$ cat src/rtl/issue_scoreboard.sv
// issue_scoreboard: tracks in-flight register writes of the in-order pipeline
// and refuses issue of any instruction that would read a pending destination.
`timescale 1ns/1ps
module issue_scoreboard #(
  parameter int unsigned STAGES               = 3,
  parameter bit          BYPASS               = 1'b1,
  parameter bit          R0_HAZARD            = 1'b0,
  parameter logic [4:0]  INSTR_ALU_OP         = 5'd1,
  parameter logic [4:0]  INSTR_LOAD           = 5'd2,
  parameter logic [4:0]  INSTR_LOAD_IMMEDIATE = 5'd3
) (
  input  logic        clk,
  input  logic        rst_n,
  input  logic        flush,
  input  logic        issue_valid,
  input  logic [31:0] issue_instr,
  input  logic [4:0]  src_a,
  input  logic [4:0]  src_b,
  input  logic        src_a_en,
  input  logic        src_b_en,
  output logic        stall,
  output logic        wb_valid,
  output logic [4:0]  wb_reg,
  output logic [31:0] pending_mask,
  output logic [3:0]  pending_count
);

  localparam int unsigned REG_W = 5;
  localparam int unsigned CNT_W = 4;
  localparam int          LAST  = int'(STAGES) - 1;

  // In-flight pipe: entry 0 is the newest write, entry LAST is retiring.
  logic [STAGES-1:0]            valid_q, valid_d;
  logic [STAGES-1:0][REG_W-1:0] reg_q, reg_d;

  logic [REG_W-1:0] dest_c;
  logic             writes_c;
  logic             hit_a_c, hit_b_c;
  logic             load_c;

  // Instruction bits that carry no destination information here.
  logic unused_instr_bits;
  assign unused_instr_bits = ^{issue_instr[26:22], issue_instr[11], issue_instr[5:0]};

  // Destination decode, matching the decode stage's instruction-type rules.
  always_comb begin
    dest_c   = '0;
    writes_c = 1'b0;
    case (issue_instr[31:27])
      INSTR_ALU_OP: begin
        writes_c = 1'b1;
        dest_c   = issue_instr[16:12];
      end
      INSTR_LOAD: begin
        writes_c = 1'b1;
        dest_c   = issue_instr[21:17];
      end
      INSTR_LOAD_IMMEDIATE: begin
        writes_c = 1'b1;
        dest_c   = issue_instr[10:6];
      end
      default: begin
        writes_c = 1'b0;
        dest_c   = '0;
      end
    endcase
  end

  // RAW hazard search; the retiring entry is skipped when it can be bypassed.
  always_comb begin
    hit_a_c = 1'b0;
    hit_b_c = 1'b0;
    for (int i = 0; i < int'(STAGES); i++) begin
      if (valid_q[i] && ((i < LAST) || !BYPASS)) begin
        if (reg_q[i] == src_a) hit_a_c = 1'b1;
        if (reg_q[i] == src_b) hit_b_c = 1'b1;
      end
    end
    hit_a_c = hit_a_c & src_a_en & ((src_a != '0) | R0_HAZARD);
    hit_b_c = hit_b_c & src_b_en & ((src_b != '0) | R0_HAZARD);
  end

  assign stall  = issue_valid & (hit_a_c | hit_b_c);
  assign load_c = issue_valid & ~stall & writes_c & ((dest_c != '0) | R0_HAZARD);

  // Next pipe state: shift every cycle, new write or bubble into entry 0, flush clears.
  always_comb begin
    valid_d = '0;
    reg_d   = '0;
    if (!flush) begin
      for (int i = 1; i < int'(STAGES); i++) begin
        valid_d[i] = valid_q[i-1];
        reg_d[i]   = reg_q[i-1];
      end
      if (load_c) begin
        valid_d[0] = 1'b1;
        reg_d[0]   = dest_c;
      end
    end
  end

  // Pipe registers with asynchronous clear.
  always_ff @(posedge clk or negedge rst_n) begin
    if (!rst_n) begin
      valid_q <= '0;
      reg_q   <= '0;
    end else begin
      valid_q <= valid_d;
      reg_q   <= reg_d;
    end
  end

  assign wb_valid = valid_q[LAST];
  assign wb_reg   = reg_q[LAST];

  // Debug views: destinations pending (duplicates once) and valid-entry count.
  always_comb begin
    pending_mask  = '0;
    pending_count = '0;
    for (int i = 0; i < int'(STAGES); i++) begin
      if (valid_q[i]) begin
        pending_mask[reg_q[i]] = 1'b1;
        pending_count          = pending_count + CNT_W'(1);
      end
    end
  end

endmodule

$ cat config.mk
export PLATFORM = sky130hd
export DESIGN_NAME = issue_scoreboard
export DESIGN_NICKNAME = d
export VERILOG_FILES = /design/src/rtl/issue_scoreboard.sv
export SDC_FILE = /design/constraint.sdc
export NUM_CORES = 1
export LEC_CHECK = 0
export ABC_AREA = 1
export CORE_UTILIZATION = 46
export DETAILED_ROUTE_END_ITERATION = 7
export MAX_ROUTING_LAYER = met4
export PLACE_DENSITY = 0.88
export SYNTH_ARGS = -nofsm -noshare
export SYNTH_HDL_FRONTEND = slang
export SYNTH_SLANG_ARGS = --single-unit
$ cat constraint.sdc
create_clock -name clk -period 2.8 [get_ports clk]
set_clock_uncertainty 0.1 [all_clocks]
set_input_delay 0.56 -clock clk [delete_from_list [all_inputs] [get_ports clk]]
set_output_delay 0.56 -clock clk [all_outputs]
set_load 0.1 [all_outputs]
# ---- After elaboration in Yosys (flattened, before gate mapping)
# Cells that the tools add are included.
dict set report op_classes {
  n_mux 26
  n_bitwise 12
  addsub 2
  eq_ne 7
  n_reduce_logical 7
  magnitude_cmp 6
}
# operator n
set op_table {}
lappend op_table {{two-way mux 32 bit} 3}
lappend op_table {{OR 32 bit} 2}
lappend op_table {{== test 5 bit} 4}
lappend op_table {{< comparator 5 x 6 -> 1 bit (second input constant)} 3}
lappend op_table {{demux 1 bit (select 5 bit)} 3}
lappend op_table {{>= comparator 5 x 1 -> 1 bit (second input constant)} 3}
lappend op_table {{two-way mux 15 bit} 1}
lappend op_table {{one-hot mux 5 bit (3 select lines)} 1}
lappend op_table {{nonzero test 5 bit} 3}
lappend op_table {{two-way mux 1 bit} 14}
lappend op_table {{== test 5 x 2 -> 1 bit (second input constant)} 2}
lappend op_table {{adder 4 x 1 -> 4 bit (second input constant)} 2}
lappend op_table {{bitwise AND 1 bit} 8}
lappend op_table {{two-way mux 4 bit} 2}
lappend op_table {{== test 5 x 1 -> 1 bit (second input constant)} 1}
lappend op_table {{two-way mux 5 bit} 1}
lappend op_table {{logical AND 1 bit} 3}
lappend op_table {{two-way mux 3 bit} 1}
lappend op_table {{OR reduction 3 bit} 1}
lappend op_table {{inverter 1 bit} 1}
lappend op_table {{OR 1 bit} 1}
dict set report word_totals {
  register_bits 18
  in_bits 48
  output_inout_bits 43
  wordCells 64
}

# ---- Longest topological paths before layout
# Gate-level depths: netlist of the first run.
dict set report logic_depth {
  word_depth 15
  ltp_mapped 12
  mapped_depth_nobuf 11
}

# ---- Least setup slack after synthesis of the first run
# OpenSTA, ideal clock, no wires.
dict set report synth_path {
  path_kind {register -> output}
  from {reg valid_q[2]}
  to {out pending_count[1]}
  required_time_ps 2140
  n_path_buf 0
  arrival_ps 3342
  path_stages_with_launch 3
  path_slack_ps -1202
  path_cell_list {dfrtp_1 -> inv_1 -> o21ai_0}
}
dict set report synth_via {
  elab_chain_cells 1
}
# element line
set synth_rtl {}
lappend synth_rtl {{from (decl)} 33} ;# logic [STAGES-1:0] valid_q, valid_d;
lappend synth_rtl {{from (signal assigned)} 108} ;# valid_q <= valid_d;
lappend synth_rtl {{two-way mux 4 bit} 121} ;# if (valid_q[i]) begin
lappend synth_rtl {{to (decl)} 25} ;# output logic [3:0] pending_count
# Every way passes these cells.

# ---- Final worst setup path of the first run
dict set report layout_path {
  from {in src_b[0]}
  to {out stall}
}
dict set report layout_via {
  elab_chain_cells 9
  elab_cells_between_ends 11
  cone_classes {eq/ne: 2; mux: 4; bitwise: 4; reduce/logical: 1}
}
# element line
set layout_rtl {}
lappend layout_rtl {{from (decl)} 18} ;# input logic [4:0] src_b,
lappend layout_rtl {{== test 5 bit} 76} ;# if (reg_q[i] == src_b) hit_b_c = 1'b1;
lappend layout_rtl {{two-way mux 1 bit} 76}
lappend layout_rtl {{two-way mux 1 bit} 74} ;# if (valid_q[i] && ((i < LAST) || !BYPASS)) begin
lappend layout_rtl {{two-way mux 1 bit} 76}
lappend layout_rtl {{two-way mux 1 bit} 74}
lappend layout_rtl {{bitwise AND 1 bit} 80} ;# hit_b_c = hit_b_c & src_b_en & ((src_b != '0) | R0_HAZARD);
lappend layout_rtl {{bitwise AND 1 bit *} 80}
lappend layout_rtl {{OR 1 bit *} 83} ;# assign stall = issue_valid & (hit_a_c | hit_b_c);
lappend layout_rtl {{bitwise AND 1 bit *} 83}
lappend layout_rtl {{to (decl)} 21} ;# output logic stall,
# Mark *: on every way between the ends. The rest lies on a longest branch, timed or not.

==> results of run 1 <==
[what timing repair did]
item / 4_1_cts / 5_1_grt
endpoints found under the setup margin: 0 / 1
endpoints found under the hold margin: 0 / 0
resized for setup: 0 / 2
setup buffers: 0 / 0
[metrics by stage]
step / instance area [um^2] / cells / util
after floorplan: 2057 / 379 / -
after global placement: 3202 / 502 / 0.7835
after detailed placement: 3202 / 502 / 0.7835
after CTS: 3257 / 506 / 0.7970
after global routing: 3262 / 506 / 0.7982
final: 3262 / 506 / 0.7982
[power by group through the flow]
stage	logic [W]	clock network [W]	registers (W)
6_report	0.000111	0.000213	0.000261
5_1_grt	0.000121	0.000222	0.000261
4_1_cts	0.000110	0.000212	0.000261
3_5_place_dp	0.000109	0	0.000266
3_3_place_gp	0.000106	0	0.000266
2_1_floorplan	0.0000421	0	0.000266
[cell type report]
class | instances | area share
Multi-Input combinational cell | 311 | 0.4285
Clock buffer | 4 | 0.01688
Timing Repair Buffer | 82 | 0.3498
Sequential cell | 18 | 0.1385
Inverter | 41 | 0.04718
Tap cell | 50 | 0.01918
[worst max-delay path by stage]
stage	depth (start not counted)	endpoint	slack [ns]	start
global route	10	stall	0.001	src_b[2]
global placement	10	stall	0.15	src_b[3]
CTS	10	stall	0.12	src_b[3]
floorplan	2	pending_count[2]	-0.06	valid_q[2]
finish	10	stall	0.13	src_b[0]
detailed placement	10	stall	0.13	src_b[3]
[metal layers]
layer  part of all wire  vias up  global-route usage
met1               0.35     1300              0.3971
met4              0.031        0              0.1667
met5                  0        -                   -
met3               0.11       43             0.07000
met2               0.51      220              0.5809
li1                   -     1342                   -
[logic make-up after synthesis]
kind of cell / synth area share
buffers and inverters: 0.1063
AO/OA/AOI/OAI: 0.01876
XOR/XNOR: 0.004379
flip-flops: 0.2251
adder cells (fa/ha/maj): 0.01251
AND/OR/NAND/NOR: 0.6310
other: 0.001874
[layout by cell type (no fill, tap or decap), types with 5 or more instances in the layout]
cell	Yosys	layout
buf_12	0	35
nand3_1	44	36
o21ai_0	6	5
nor2_1	43	41
nand3_2	0	8
clkdlybuf4s50_1	0	35
nand2_1	173	173
inv_1	32	32
nor3_1	27	27
dfrtp_1	18	17
buf_4	6	12
nor2_2	4	6
inv_2	9	9
[critical path: stages]
cell and delay [ns]:
clkdlybuf4s50_1 0.54, inv_1 0.08, nand2_1 0.08, nand2_1 0.07, nor2_2 0.08, nand3_1 0.08
nand2_1 0.06, nand2_1 0.09, a21boi_2 0.19, buf_12 0.19
==> flow_metrics.py, run 1 <==
metrics = {
    "status": {
        "status": "completed",
    },
    "die": {
        "start_util": 0.4896,
        "coreArea_mm2": 0.004086,
        "die_w_um": 67.95,
        "dieArea_mm2": 0.004617,
        "ios": 91,
        "rows": 23,
        "die_y_um": 67.95,
    },
    "final_layout": {
        "finalNetCount": 507,
        "n_antenna_cell": 0,
        "nFillCells": 278,
        "area_delta_synth_final_pct": 63.04,
        "drive_gt1_frac": 0.1798,
        "multi_input_area_mm2": 0.001398,
        "largest_register_ffs": 10,
        "seq_area_um2": 451.7,
    },
    "worst_setup_path": {
        "r2r-end": "reg_q[2]",
        "rr_worst_depth": 11,
        "end_kind": "output port",
        "crit_arrival_ns": 2.01,
        "cp-start-kind": "input port",
        "path_max_fanout": 4,
        "r2r-start": "reg_q[5]",
        "worst-r2r-setup-slack_ns": 1.07,
        "critPathRequiredTime_ns": 2.14,
        "critical_path_class": "input port to output port",
    },
    "power_and_ir_drop": {
        "p_sw_frac": 0.2431,
        "switching_power_w": 0.0001423,
        "p_leak_nw": 1.589,
        "p_total_w": 0.0005856,
        "ir_worst_vdd_mv": 0.3954,
        "power.density_mw_per_mm2": 179.5,
        "combPwrFrac": 0.190,
        "clkPwrFrac": 0.364,
        "pwr-share-seq": 0.445,
        "p_int_w": 0.0004433,
    },
    "min_path": {
        "holdPathStages": 2,
        "min_from": "reg_q[0]",
        "hold_path_end": "reg_q[5]",
        "hp-class": "register to register",
    },
    "route": {
        "finalWirelength_mm": 7.407,
        "wl_per_cell_um": 14.64,
        "via_per_inst": 5.741,
        "drc": 0,
        "drt_pre_antenna_iters": 5,
        "drt_iter0_markers": 342,
        "via_count": 2905,
        "postRouteAntennaNets": 0,
    },
    "job": {
        "maxCapViolCount": 0,
    },
    "grt": {
        "grt_overflow": 0,
        "antenna_found_initial": 0,
        "grt_pass1_wl_mm": 11.85,
        "grt_pass1_vias": 2624,
        "grt_max_degree": 19,
        "grt.total_usage": 0.3487,
    },
    "placed_design": {
        "place_ws_ns": 0.1348,
        "portBuffers": 77,
        "gp_congestion": 0.9367,
        "post-dp-hpwl_mm": 5.922,
    },
    "logic_synthesis": {
        "yosys-top-cells-area": "nand2_1 (32%), dfrtp_1 (23%), nand3_1 (11%)",
        "synthArstFlopShare": 1.000,
        "synth_cell_type_count": 20,
        "yosys.area.top_type": "nand2_1",
        "synth-edff-count": 0,
        "synthTopCellsByCount": "nand2_1 (173), nand3_1 (44), nor2_1 (43)",
        "ys_warn_count": 0,
        "yosys.area.top_type_share": 0.3246,
        "syn_avg_cell_area_um2": 5.279,
        "synthCells": 379,
        "synth.most_common_cell": "nand2_1",
        "synth.cell_area_mm2": 0.002001,
        "ys_ff_latch": 18,
        "syn_nets": 429,
        "ys_seq_area_frac": 0.2251,
        "synth-main-ff-cell": "dfrtp_1",
    },
    "timing": {
        "fin_tns_setup_ns": 0,
        "hold_viol": 0,
        "finalCritPeriodShare": 0.9541,
        "slew_headroom": 0.4822,
        "slew_violations": 0,
        "whs_ns": 0.5661,
        "fmax_mhz": 374.3,
        "max_slew.worst_pin.slew_ns": 0.7743,
        "rsz0062_at_grt": "false",
        "finalSetupViolations": 0,
        "period_needed_ns": 2.671,
        "fin_ws_ns": 0.1286,
    },
    "cts": {
        "cts_max_level": 1,
        "cts-root-buf": "clkbuf_8",
        "cts_tree": "done",
        "path_clk_slew_ns": 0.07,
        "clockBufferDepth": 2,
        "cts_sinks": 18,
        "cts_buffers": 3,
        "clock_latency_ns": 0.26,
        "ctsHoldBuffers": 0,
    },
}
(Power assumes the default switching activity.)
==> run 2: changes to the inputs <==
--- a/config.mk
+++ b/config.mk
@@ -6,10 +6,12 @@
 export NUM_CORES = 1
 export LEC_CHECK = 0
 export ABC_AREA = 1
-export CORE_UTILIZATION = 46
+export CELL_PAD_IN_SITES_DETAIL_PLACEMENT = 2
+export CELL_PAD_IN_SITES_GLOBAL_PLACEMENT = 2
+export CORE_UTILIZATION = 21
 export DETAILED_ROUTE_END_ITERATION = 7
 export MAX_ROUTING_LAYER = met4
-export PLACE_DENSITY = 0.88
+export PLACE_DENSITY_LB_ADDON = 0.1
 export SYNTH_ARGS = -nofsm -noshare
 export SYNTH_HDL_FRONTEND = slang
 export SYNTH_SLANG_ARGS = --single-unit
==> run 2 against run 1 <==
  * Flip-flop and latch count unchanged
  * Hold slack worse by 0.014 ns
  * Sequential share of layout area down 0.72 points
  * Critical path type unchanged
==> flow_metrics.py, run 2 (synthesis results as in run 1) <==
metrics = {
    "power_and_ir_drop": {
        "p_leak_nw": 1.687,
        "p_total_w": 0.0005584,
        "ir_worst_vdd_mv": 0.1426,
        "power.density_mw_per_mm2": 162.3,
    },
    "cts": {
        "cts_tree": "done",
        "ctsHoldBuffers": 0,
        "cts_setup_buffers": 0,
        "path_clk_slew_ns": 0.07,
        "clock_latency_ns": 0.25,
        "cts_sinks": 18,
        "cts_buffers": 3,
        "ctsResizeCount": 0,
        "cts-root-buf": "clkbuf_8",
        "cts_max_level": 1,
        "clockBufferDepth": 2,
    },
    "final_layout": {
        "final_cell_count_no_fill": 596,
        "drive_gt1_frac": 0.1970,
        "n_antenna_cell": 0,
        "area_delta_synth_final_pct": 71.98,
        "layout_commonest_cell": "nand2_1",
        "largest_register_ffs": 10,
        "finalNetCount": 518,
        "final_cell_mix": "nand2_1 (173), nor2_1 (43), nand3_1 (36), buf_12 (35)",
    },
    "grt": {
        "grt_pass1_vias": 2917,
        "antenna_found_initial": 0,
        "grt_max_degree": 19,
        "grt_pass1_wl_mm": 15.10,
        "grt_overflow": 0,
        "grt.total_usage": 0.2032,
    },
    "timing": {
        "max_slew.worst_pin.slew_ns": 0.8280,
        "rsz0062_at_grt": "false",
        "slew_headroom": 0.4463,
        "fmax_mhz": 374.0,
        "hold_viol": 0,
        "fin_tns_setup_ns": 0,
        "finalSetupViolations": 0,
        "finalCritPeriodShare": 0.9548,
        "slew_violations": 0,
        "fin_ws_ns": 0.1265,
        "period_needed_ns": 2.673,
    },
    "worst_setup_path": {
        "crit_arrival_ns": 2.01,
        "cp-start-kind": "input port",
        "cp_cell_sequence": "clkdlybuf4s50_1, inv_1, nand2_1, nand2_1, nor2_1, nand3_1, nand2_1, nand2_1, a21boi_2, buf_12",
        "critPathRequiredTime_ns": 2.14,
        "crit_buf_inv": 3,
        "cp_slowest_stage_delay_ns": 0.56,
        "critPathSlowestCell": "clkdlybuf4s50_1",
        "cpMostUsedCell": "nand2_1",
        "crit_family": "buffers and inverters",
        "end_kind": "output port",
        "path_max_fanout": 5,
        "critical_path_class": "input port to output port",
    },
    "status": {
        "status": "completed",
    },
    "placed_design": {
        "post-dp-hpwl_mm": 7.909,
        "place_ws_ns": 0.03804,
        "gp_congestion": 0.8041,
        "portBuffers": 77,
        "place_inst": 592,
    },
    "route": {
        "drc": 0,
        "wl_per_cell_um": 15.88,
        "drt_iter0_markers": 46,
        "drt_pre_antenna_iters": 4,
        "via_per_inst": 4.601,
        "finalWirelength_mm": 9.464,
        "postRouteAntennaNets": 0,
        "via_count": 2742,
    },
    "min_path": {
        "hp-class": "register to register",
    },
    "job": {
        "maxCapViolCount": 0,
    },
    "die": {
        "coreArea_mm2": 0.009240,
        "rows": 35,
        "dieArea_mm2": 0.009921,
        "die_w_um": 99.61,
        "die_y_um": 99.61,
        "start_util": 0.2165,
        "ios": 91,
    },
}
==> run 2: cell count changes in the layout (fill, tap and decap cells not counted) <==
cell             change
inv_1                -2
clkbuf_8             -1
inv_2                +2
clkbuf_1             +1
nor2_1               +2
dlymetal6s2s_1       +5
nor2_2               -2
clkdlybuf4s50_1      -5
buf_4               +11
==> run 2: tightest hold or removal path: stages, from the launching register on <==
cell and delay, ns:
dfrtp_1 0.43, inv_2 0.10, nor2_1 0.09
==> run 2: final timing paths <==
check / startpoint / endpoint / slack (ns) / cells after the start
worst max-delay path: src_a[4] / stall / 0.13 / 10
max in group asynchronous: rst_n / valid_q[2] / 1.35 / 1
worst min-delay path: reg_q[2] / reg_q[7] / 0.55 / 2
worst min register to register: reg_q[2] / reg_q[7] / 0.55 / 2
worst max register to register: reg_q[5] / reg_q[2] / 1.07 / 11
min in group asynchronous: rst_n / reg_q[7] / 0.68 / 1
==> run 2: power by group <==
part / switching (W) / internal (W)
sequential: 0.000000555 / 0.000260
combinational: 0.0000560 / 0.0000570
clock: 0.0000838 / 0.000101
total: 0.000140 / 0.000418
==> run 2: layout make-up <==
cell class | count | area [um^2]
clock buffer | 4 | 45.04
fill | 1134 | 5799
inverter | 41 | 153.9
multi-input combinational | 311 | 1393
sequential | 18 | 451.7
tap | 129 | 161.4
timing repair buffer | 93 | 1236
==> run 2: stage by stage <==
| stage | util | hold slack [ns] | instance area [um^2] |
|---|---|---|---|
| after global placement | 0.3661 | 0.5296 | 3383 |
| final | 0.3724 | 0.5525 | 3441 |
| after CTS | 0.3710 | 0.5665 | 3428 |
| after floorplan | - | 0.1644 | 2057 |
| after global routing | 0.3724 | 0.6024 | 3441 |
| after detailed placement | 0.3661 | 0.5562 | 3383 |
==> run 2: per-layer routing <==
layer  up-vias  part of all wire  track usage
li1       1351                 -            -
met1      1327              0.44       0.2342
met2        58              0.53       0.3900
met3         6             0.016      0.01546
met4         0            0.0096      0.02828
met5         -                 0            -
